[src/rtl/shifter_pkg.sv]
// rtl/shifter_pkg.sv - shift/rotate mode encoding shared by the shifter and the ALU
package shifter_pkg;

    typedef enum logic [1:0] {
        MODE_SLL = 2'b00,
        MODE_SRA = 2'b01,
        MODE_ROR = 2'b10,
        MODE_SRL = 2'b11
    } shift_mode_e;

endpackage

[src/rtl/shift_stage.sv]
// rtl/shift_stage.sv - one barrel-shifter level (shift by STEP) with its pipeline register
module shift_stage
    import shifter_pkg::*;
#(
    parameter int WIDTH = 16,
    parameter int STEP  = 1
) (
    input  logic                     clk,
    input  logic                     rst_n,
    input  logic                     up_valid,
    input  logic [WIDTH-1:0]         up_data,
    input  logic [$clog2(WIDTH)-1:0] up_amt,
    input  logic [1:0]               up_mode,
    input  logic                     down_adv,
    output logic                     adv,
    output logic                     valid,
    output logic [WIDTH-1:0]         data,
    output logic [$clog2(WIDTH)-1:0] amt,
    output logic [1:0]               mode
);

    localparam int AMT_BIT = $clog2(STEP);

    logic [WIDTH-1:0] shifted;

    always_comb begin
        shifted = up_data;
        if (up_amt[AMT_BIT]) begin
            case (up_mode)
                MODE_SLL: shifted = {up_data[WIDTH-1-STEP:0], {STEP{1'b0}}};
                MODE_SRA: shifted = {{STEP{up_data[WIDTH-1]}}, up_data[WIDTH-1:STEP]};
                MODE_ROR: shifted = {up_data[STEP-1:0], up_data[WIDTH-1:STEP]};
                default:  shifted = {{STEP{1'b0}}, up_data[WIDTH-1:STEP]};
            endcase
        end
    end

    // A stage may load when it holds nothing or its content moves on this cycle.
    assign adv = !valid || down_adv;

    always_ff @(posedge clk or negedge rst_n) begin
        if (!rst_n) begin
            valid <= 1'b0;
            data  <= '0;
            amt   <= '0;
            mode  <= 2'b00;
        end else if (adv) begin
            valid <= up_valid;
            if (up_valid) begin
                data <= shifted;
                amt  <= up_amt;
                mode <= up_mode;
            end
        end
    end

endmodule

[src/rtl/pipe_shifter.sv]
// rtl/pipe_shifter.sv - log2(WIDTH)-stage pipelined shifter/rotator with valid/ready handshakes
module pipe_shifter
    import shifter_pkg::*;
#(
    parameter int WIDTH = 16
) (
    input  logic                     clk,
    input  logic                     rst_n,
    input  logic                     in_valid,
    output logic                     in_ready,
    input  logic [WIDTH-1:0]         in_data,
    input  logic [$clog2(WIDTH)-1:0] in_amt,
    input  logic [1:0]               in_mode,
    output logic                     out_valid,
    input  logic                     out_ready,
    output logic [WIDTH-1:0]         out_data,
    output logic                     out_zero,
    output logic                     out_neg
);

    localparam int SHW = $clog2(WIDTH);

    // Index 0 is the input port; index k+1 is the register of stage k.
    logic [SHW:0]            v;
    logic [SHW:0][WIDTH-1:0] d;
    logic [SHW:0][SHW-1:0]   a;
    logic [SHW:0][1:0]       m;
    logic [SHW:0]            rdy;

    assign v[0]     = in_valid;
    assign d[0]     = in_data;
    assign a[0]     = in_amt;
    assign m[0]     = in_mode;
    assign rdy[SHW] = out_ready;

    generate
        for (genvar k = 0; k < SHW; k++) begin : g_stage
            shift_stage #(
                .WIDTH (WIDTH),
                .STEP  (1 << k)
            ) u_stage (
                .clk      (clk),
                .rst_n    (rst_n),
                .up_valid (v[k]),
                .up_data  (d[k]),
                .up_amt   (a[k]),
                .up_mode  (m[k]),
                .down_adv (rdy[k+1]),
                .adv      (rdy[k]),
                .valid    (v[k+1]),
                .data     (d[k+1]),
                .amt      (a[k+1]),
                .mode     (m[k+1])
            );
        end
    endgenerate

    assign in_ready  = rdy[0];
    assign out_valid = v[SHW];
    assign out_data  = d[SHW];
    assign out_zero  = (d[SHW] == '0);
    assign out_neg   = d[SHW][WIDTH-1];

    // Amount and mode are spent once the last level has been applied.
    logic unused_tail;
    assign unused_tail = ^{a[SHW], m[SHW]};

endmodule

[config.mk]
export PLATFORM = sky130hd
export DESIGN_NAME = pipe_shifter
export DESIGN_NICKNAME = d
export VERILOG_FILES = /design/src/rtl/shifter_pkg.sv /design/src/rtl/shift_stage.sv /design/src/rtl/pipe_shifter.sv
export SDC_FILE = /design/constraint.sdc
export NUM_CORES = 1
export LEC_CHECK = 0
export ABC_AREA = 1
export ABC_CLOCK_PERIOD_IN_PS = 2990
export CAP_MARGIN = 10
export CORE_MARGIN = 2
export CORE_UTILIZATION = 35
export DETAILED_ROUTE_END_ITERATION = 16
export SYNTH_ARGS = -nofsm -noshare
export SYNTH_HDL_FRONTEND = slang
export SYNTH_HIERARCHICAL = 1
export SYNTH_SLANG_ARGS = --single-unit
[constraint.sdc]
create_clock -name clk -period 2.99 [get_ports clk]
set_input_delay 0.299 -clock clk [delete_from_list [all_inputs] [get_ports clk]]
set_output_delay 0.299 -clock clk [all_outputs]
set_load 0.005 [all_outputs]
==> results of run 1 <==
placed cells by master, fill, tap and decap left out, types with 3 or more instances in the layout:
cell type	count
nand4_1	9
clkbuf_1	3
clkbuf_16	9
nor2_1	63
nand2_4	7
nand3_1	59
clkinv_1	3
dfrtp_1	80
o21ai_1	6
nand2_2	5
o21ai_0	9
nor2_4	4
inv_1	61
a21oi_1	14
o22ai_1	5
clkdlybuf4s50_1	44
inv_2	9
nand2_1	326
layout make-up:
type	count	area, um^2
flip-flops and latches	80	2000
clock inverters	3	65.1
multi-input cells	513	2190
clock buffers	13	250
well taps	176	220
inverters	73	274
fillers	1411	7690
repair buffers	45	448
layer usage:
layer  vias to the layer above  wire (um)  GRT usage, %  share of wire, %
li1                       2184          -             -                 -
met1                      1910       4990          20.9                47
met2                        90       5030          26.4                47
met3                        17        483          3.71               4.5
met4                         0        214          6.84               2.0
met5                         -          0             0                 0
state kept, by name, summed over array words and instances, names as in the netlist:
register / flops
g_stage.u_stage/data: 64
g_stage.u_stage/valid: 4
g_stage.u_stage/amt: 6
g_stage.u_stage/mode: 6
report_power, final:
| part | leakage [nW] | internal [mW] | switching [mW] | total (mW) |
|---|---|---|---|---|
| Clock | 0.154 | 0.753 | 0.412 | 1.17 |
| Combinational | 1.73 | 0.725 | 0.996 | 1.72 |
| Sequential | 0.985 | 1.46 | 0.463 | 1.93 |
worst max-delay path: cells and delay by family:
kind,cells,cell delay (ps)
buffers and inverters,6,1210
AND/OR/NAND/NOR,4,530
worst min-delay path by stage:
stage,from,end,slack (ps)
2_1_floorplan,rst_n,g_stage[0].u_stage/amt[1],3
3_3_place_gp,g_stage[1].u_stage/amt[3],g_stage[2].u_stage/amt[3],470
3_5_place_dp,g_stage[0].u_stage/amt[3],g_stage[1].u_stage/amt[3],470
4_1_cts,rst_n,g_stage[3].u_stage/data[4],180
5_1_grt,rst_n,g_stage[3].u_stage/valid,230
6_report,rst_n,g_stage[3].u_stage/valid,140
stage by stage:
step                      std cells  total power [mW]  hold slack, ps  util [%]  area [um^2]
final                           903              4.81             140      41.5         5450
after global routing            903              5.25             233      41.5         5450
after CTS                       903              4.87             181      41.5         5450
after detailed placement        887              3.69             468      39.1         5140
after global placement          887              3.66             471      39.1         5140
after floorplan                 689              3.16            3.41         -         4670
==> reports/results.tsv, run 1 <==
stage	metric	value	unit
status	status	finished clean	
place	HPWL Detailed	7960	um
timing	Worst Clk Skew	5.41	ps
route	vias after detailed routing	4201	
setup_path	reg2reg setup slack	1170	ps
yosys	Synthesized Nets	715	
timing	Worst Tran Pin Value	991	ps
timing	Tcrit/Tclk final	78.4	%
setup_path	critical path data required time	2690	ps
setup_path	worst-path maximum fanout	8	
global_routing	initial antenna violation count	0	
route	final wirelength	10700	um
timing	Final Hold Fails	0	
yosys	yosys warns	6	
setup_path	Setup crit start	out_ready	
layout	Area Growth Syn to Fin	16.7	%
route	Detail Route Antenna Nets	0	
power	Pwr Density	883	nW/um^2
setup_path	Worst Setup EP	in_ready	
setup_path	cells along the critical path	clkdlybuf4s50_1 -> inv_1 -> nand2_4 -> inv_1 -> nand2_2 -> inv_1 -> nand2_2 -> inv_2 -> nand2_2 -> clkdlybuf4s50_1	
place	number of I/O port buffers	45	
floorplan	CORE AREA	13100	um^2
clock_network	CTS max path bufs	2	
clock_network	post-CTS sizing	0	
floorplan	Die Width	120	um
layout	layout cells sized above 1	5.91	%
setup_path	slowest stage delay, CP	530	ps
power	Leakage	2.87	nW
global_routing	via count of the first global-routing pass	4016	
timing	final setup vio count	0	
timing	Fmax	427	MHz
timing	Slew Limit Fails	0	
setup_path	worst path arrival time	2050	ps
setup_path	Worst setup EP type	output port	
timing	Final Worst Setup Slack	646	ps
run	MaxCap Viol Count	0	
clock_network	CTS Buf Count	9	
floorplan	Core Rows	42	
route	DRT Pass-1 Iters	6	
floorplan	die area	14300	um^2
global_routing	Total GRT Usage	16.2	%
setup_path	worst setup path class	input pin to output port	
floorplan	initial core utilization	35.6	%
route	Wirelength per Cell	11.9	um
setup_path	Critical-path top delay cell	clkdlybuf4s50_1	
worst_hold_path	Hold Crit Class	input pin to asynchronous set/reset pin	
clock_network	# Post-CTS Setup Buffers	0	
timing	post-layout minimum cycle time	2340	ps
clock_network	CTS tree	done	
place	dpl ws	659	ps
clock_network	Clk pin slew, worst setup/hold paths	50	ps
setup_path	reg2reg end	g_stage[0].u_stage/data[10]	
clock_network	worst-skew pair later-pin latency	340	ps
floorplan	Die Ht	120	um
timing	Rel. slew slack	33.9	%
setup_path	crit start category	input pin	
setup_path	reg2reg path depth	11	
global_routing	global route overflow	0	
global_routing	global-route wire length before repair	18600	um
route	DRC Markers	0	
clock_network	CTS hold repair buffers	0	
timing	total negative setup slack	0	ps
clock_network	CTS root buffer	clkbuf_16	
clock_network	CTS Sinks	80	
setup_path	worst r2r src	g_stage[3].u_stage/valid	
route	DRT iter0 DRCs	193	
yosys	Gate Count Post-Synth	689	
route	Via-to-Cell Ratio	4.65	
timing	RSZ-0062 raised after global routing	false	
yosys	Synth Cell Area	4670	um^2
yosys	syn avg cell area	6.78	um^2
global_routing	largest net degree at the start of global routing	81	
power	IR drop worst, VDD	241	uV
layout	Final #Nets	748	
place	RD Place Congestion	0.872	
clock_network	H-tree depth	3	
floorplan	Boundary Pins	46	
layout	antenna cells	0	
Note: power is estimated with default switching activity, not from simulation.
==> run 2: changes to the inputs <==
Settings changed: ABC_CLOCK_PERIOD_IN_PS 2990 to 2300.
Clock period 2.99 ns to 2.3 ns, I/O delays scaled along.
==> run 2 against run 1 <==
  * Cell count is 0.78% higher
  * Clock skew is 3.9 ps higher
  * Non-clock buffer count is 8 higher
  * Utilization is 0.61 points higher
  * Clock power is 31% higher
  * Largest power group unchanged
  * Hold slack better by 270 ps
  * Sequential power is 30% higher
  * Sequential share of layout area is 0.53 points lower
  * First-iteration DRC count is 24% higher
  * Highest routed layer unchanged
  * Global-route usage is 0.88 points higher
  * Count of clock-buffer cells in the layout is 3 lower
  * Final area is 1.5% higher
==> reports/results.tsv, run 2 (synthesis results as in run 1) <==
stage	metric	value	unit	change
route	DRT Pass-1 Iters	5		-1
layout	Top reg by flops	g_stage.u_stage/data		
timing	post-layout minimum cycle time	2010	ps	
layout	Area Growth Syn to Fin	18.4	%	
route	Wirelength per Cell	12.3	um	+3.4%
timing	Final Worst Setup Slack	287	ps	-359 ps
timing	Final Hold Fails	0		unchanged
clock_network	Clk pin slew, worst setup/hold paths	60	ps	about the same
setup_path	worst-path maximum fanout	6		-2
worst_hold_path	Hold Crit Class	input pin to asynchronous set/reset pin		
layout	final core occ	42.1	%	+0.61 points
clock_network	CTS root buffer	clkbuf_16		
power	IR drop worst, VDD	349	uV	+45%
timing	final setup vio count	0		unchanged
clock_network	CTS max path bufs	2		unchanged
power	Reg power frac	39.5	%	-0.5 points
clock_network	H-tree depth	3		unchanged
place	HPWL Detailed	8370	um	+5.2%
clock_network	CTS Buf Count	9		unchanged
timing	Worst Tran Pin Value	635	ps	-356 ps
layout	layout cells sized above 1	7.08	%	+1.2 points
floorplan	initial core utilization	35.6	%	unchanged
layout	Final #Nets	756		+1.1%
place	dpl ws	315	ps	-344 ps
timing	Tcrit/Tclk final	87.5	%	
power	net switching power	2.51	mW	+34%
global_routing	global route overflow	0		unchanged
setup_path	reg2reg end	g_stage[0].u_stage/data[10]		
clock_network	post-CTS sizing	0		unchanged
layout	max reg flops	64		unchanged
route	DRC Markers	0		unchanged
route	final wirelength	11200	um	+4.2%
power	Logic pwr share	36.5	%	+0.8 points
power	clock share of power	24.0	%	-0.2 points
global_routing	via count of the first global-routing pass	4154		+3.4%
floorplan	CORE AREA	13100	um^2	unchanged
layout	most common cell after layout, fill and taps aside	nand2_1		
power	Pwr Density	1150	nW/um^2	+30%
place	RD Place Congestion	0.869		-0.37%
global_routing	largest net degree at the start of global routing	46		-43%
layout	Post-Layout Cell Count	910		+0.78%
floorplan	die area	14300	um^2	unchanged
layout	most frequent cells in the layout	nand2_1, dfrtp_1, nor2_1		
route	DRT iter0 DRCs	240		+24%
layout	antenna cells	0		unchanged
timing	Slew Limit Fails	0		unchanged
clock_network	CTS Sinks	80		unchanged
floorplan	Die Width	120	um	unchanged
route	Via-to-Cell Ratio	4.66		+0.18%
timing	RSZ-0062 raised after global routing	false		
route	vias after detailed routing	4241		+0.95%
floorplan	Boundary Pins	46		unchanged
setup_path	worst path arrival time	1780	ps	-270 ps
clock_network	worst-skew pair later-pin latency	340	ps	about the same
timing	Fmax	497	MHz	
timing	total negative setup slack	0	ps	unchanged
power	Leakage	2.91	nW	+1.5%
run	MaxCap Viol Count	0		unchanged
timing	Rel. slew slack	57.7	%	+24 points
global_routing	global-route wire length before repair	19700	um	+6.0%
clock_network	CTS tree	done		
global_routing	initial antenna violation count	0		unchanged
power	internal cell power	3.86	mW	+31%
layout	biggest regs	g_stage.u_stage/data (64), g_stage.u_stage/amt (6), g_stage.u_stage/mode (6)		
floorplan	Core Rows	42		unchanged
setup_path	reg2reg setup slack	700	ps	-470 ps
setup_path	critical path data required time	2070	ps	-620 ps
setup_path	reg2reg path depth	11		unchanged
setup_path	Worst setup EP type	output port		
power	sw frac	39.4	%	+0.51 points
timing	Worst Clk Skew	9.26	ps	+3.85 ps
status	status	finished clean		
setup_path	worst r2r src	g_stage[3].u_stage/valid		
route	Detail Route Antenna Nets	0		unchanged
setup_path	worst setup path class	register to output port		
clock_network	# Post-CTS Setup Buffers	0		unchanged
global_routing	Total GRT Usage	17.1	%	+0.88 points
place	placed cells	894		+0.79%
setup_path	crit start category	register		
place	number of I/O port buffers	45		unchanged
floorplan	Die Ht	120	um	unchanged
run 2: power by group through the flow:
stage / Combinational [mW] / Sequential, mW / Clock (mW)
3_5_place_dp: 2.32 / 2.54 / 0
5_1_grt: 2.70 / 2.59 / 1.64
6_report: 2.32 / 2.51 / 1.53
4_1_cts: 2.34 / 2.52 / 1.57
3_3_place_gp: 2.29 / 2.52 / 0
2_1_floorplan: 1.81 / 2.30 / 0
run 2: worst max path at each step:
| stage | cells past startpoint | start | end | slack (ps) |
|---|---|---|---|---|
| after floorplan | 11 | g_stage[3].u_stage/valid | g_stage[0].u_stage/data[5] | 750 |
| after global placement | 10 | out_ready | in_ready | 300 |
| after detailed placement | 10 | out_ready | in_ready | 320 |
| after CTS | 8 | g_stage[3].u_stage/valid | in_ready | 270 |
| after global routing | 8 | g_stage[3].u_stage/valid | in_ready | 190 |
| final | 8 | g_stage[3].u_stage/valid | in_ready | 290 |
run 2: area by class of cell:
cell class / instances / area (um^2)
Fill cell: 1371 / 7610
Sequential cell: 80 / 2000
Inverter: 73 / 274
Multi-Input combinational cell: 513 / 2190
Clock buffer: 10 / 239
Tap cell: 176 / 220
Clock inverter: 5 / 81.3
Timing Repair Buffer: 53 / 523
run 2: critical path: stages (launching register included):
cell and delay (ps):
dfrtp_1 400, nand2_4 90, inv_1 50, nand2_2 60
inv_1 50, nand2_2 80, inv_2 40, nand2_2 140
clkdlybuf4s50_1 530
run 2: per-layer routing:
metal	wire, um	track usage (%)	up-vias
met5	0	0	-
met4	183	6.18	0
met3	394	3.47	12
met2	5320	28.1	78
met1	5270	22.4	1948
li1	-	-	2203
run 2: stage by stage:
stage          power [mW]  hold slack (ps)  area [um^2]
2_1_floorplan        4.10            -65.6         4670
3_3_place_gp         4.81              230         5200
3_5_place_dp         4.86              234         5200
4_1_cts              6.42              414         5530
5_1_grt              6.93              437         5530
6_report             6.36              405         5530
run 2: what timing repair did:
action                     4_1_cts  5_1_grt
setup endpoints to repair        0        0
hold buffers                     1        0
hold endpoints to repair        35        0
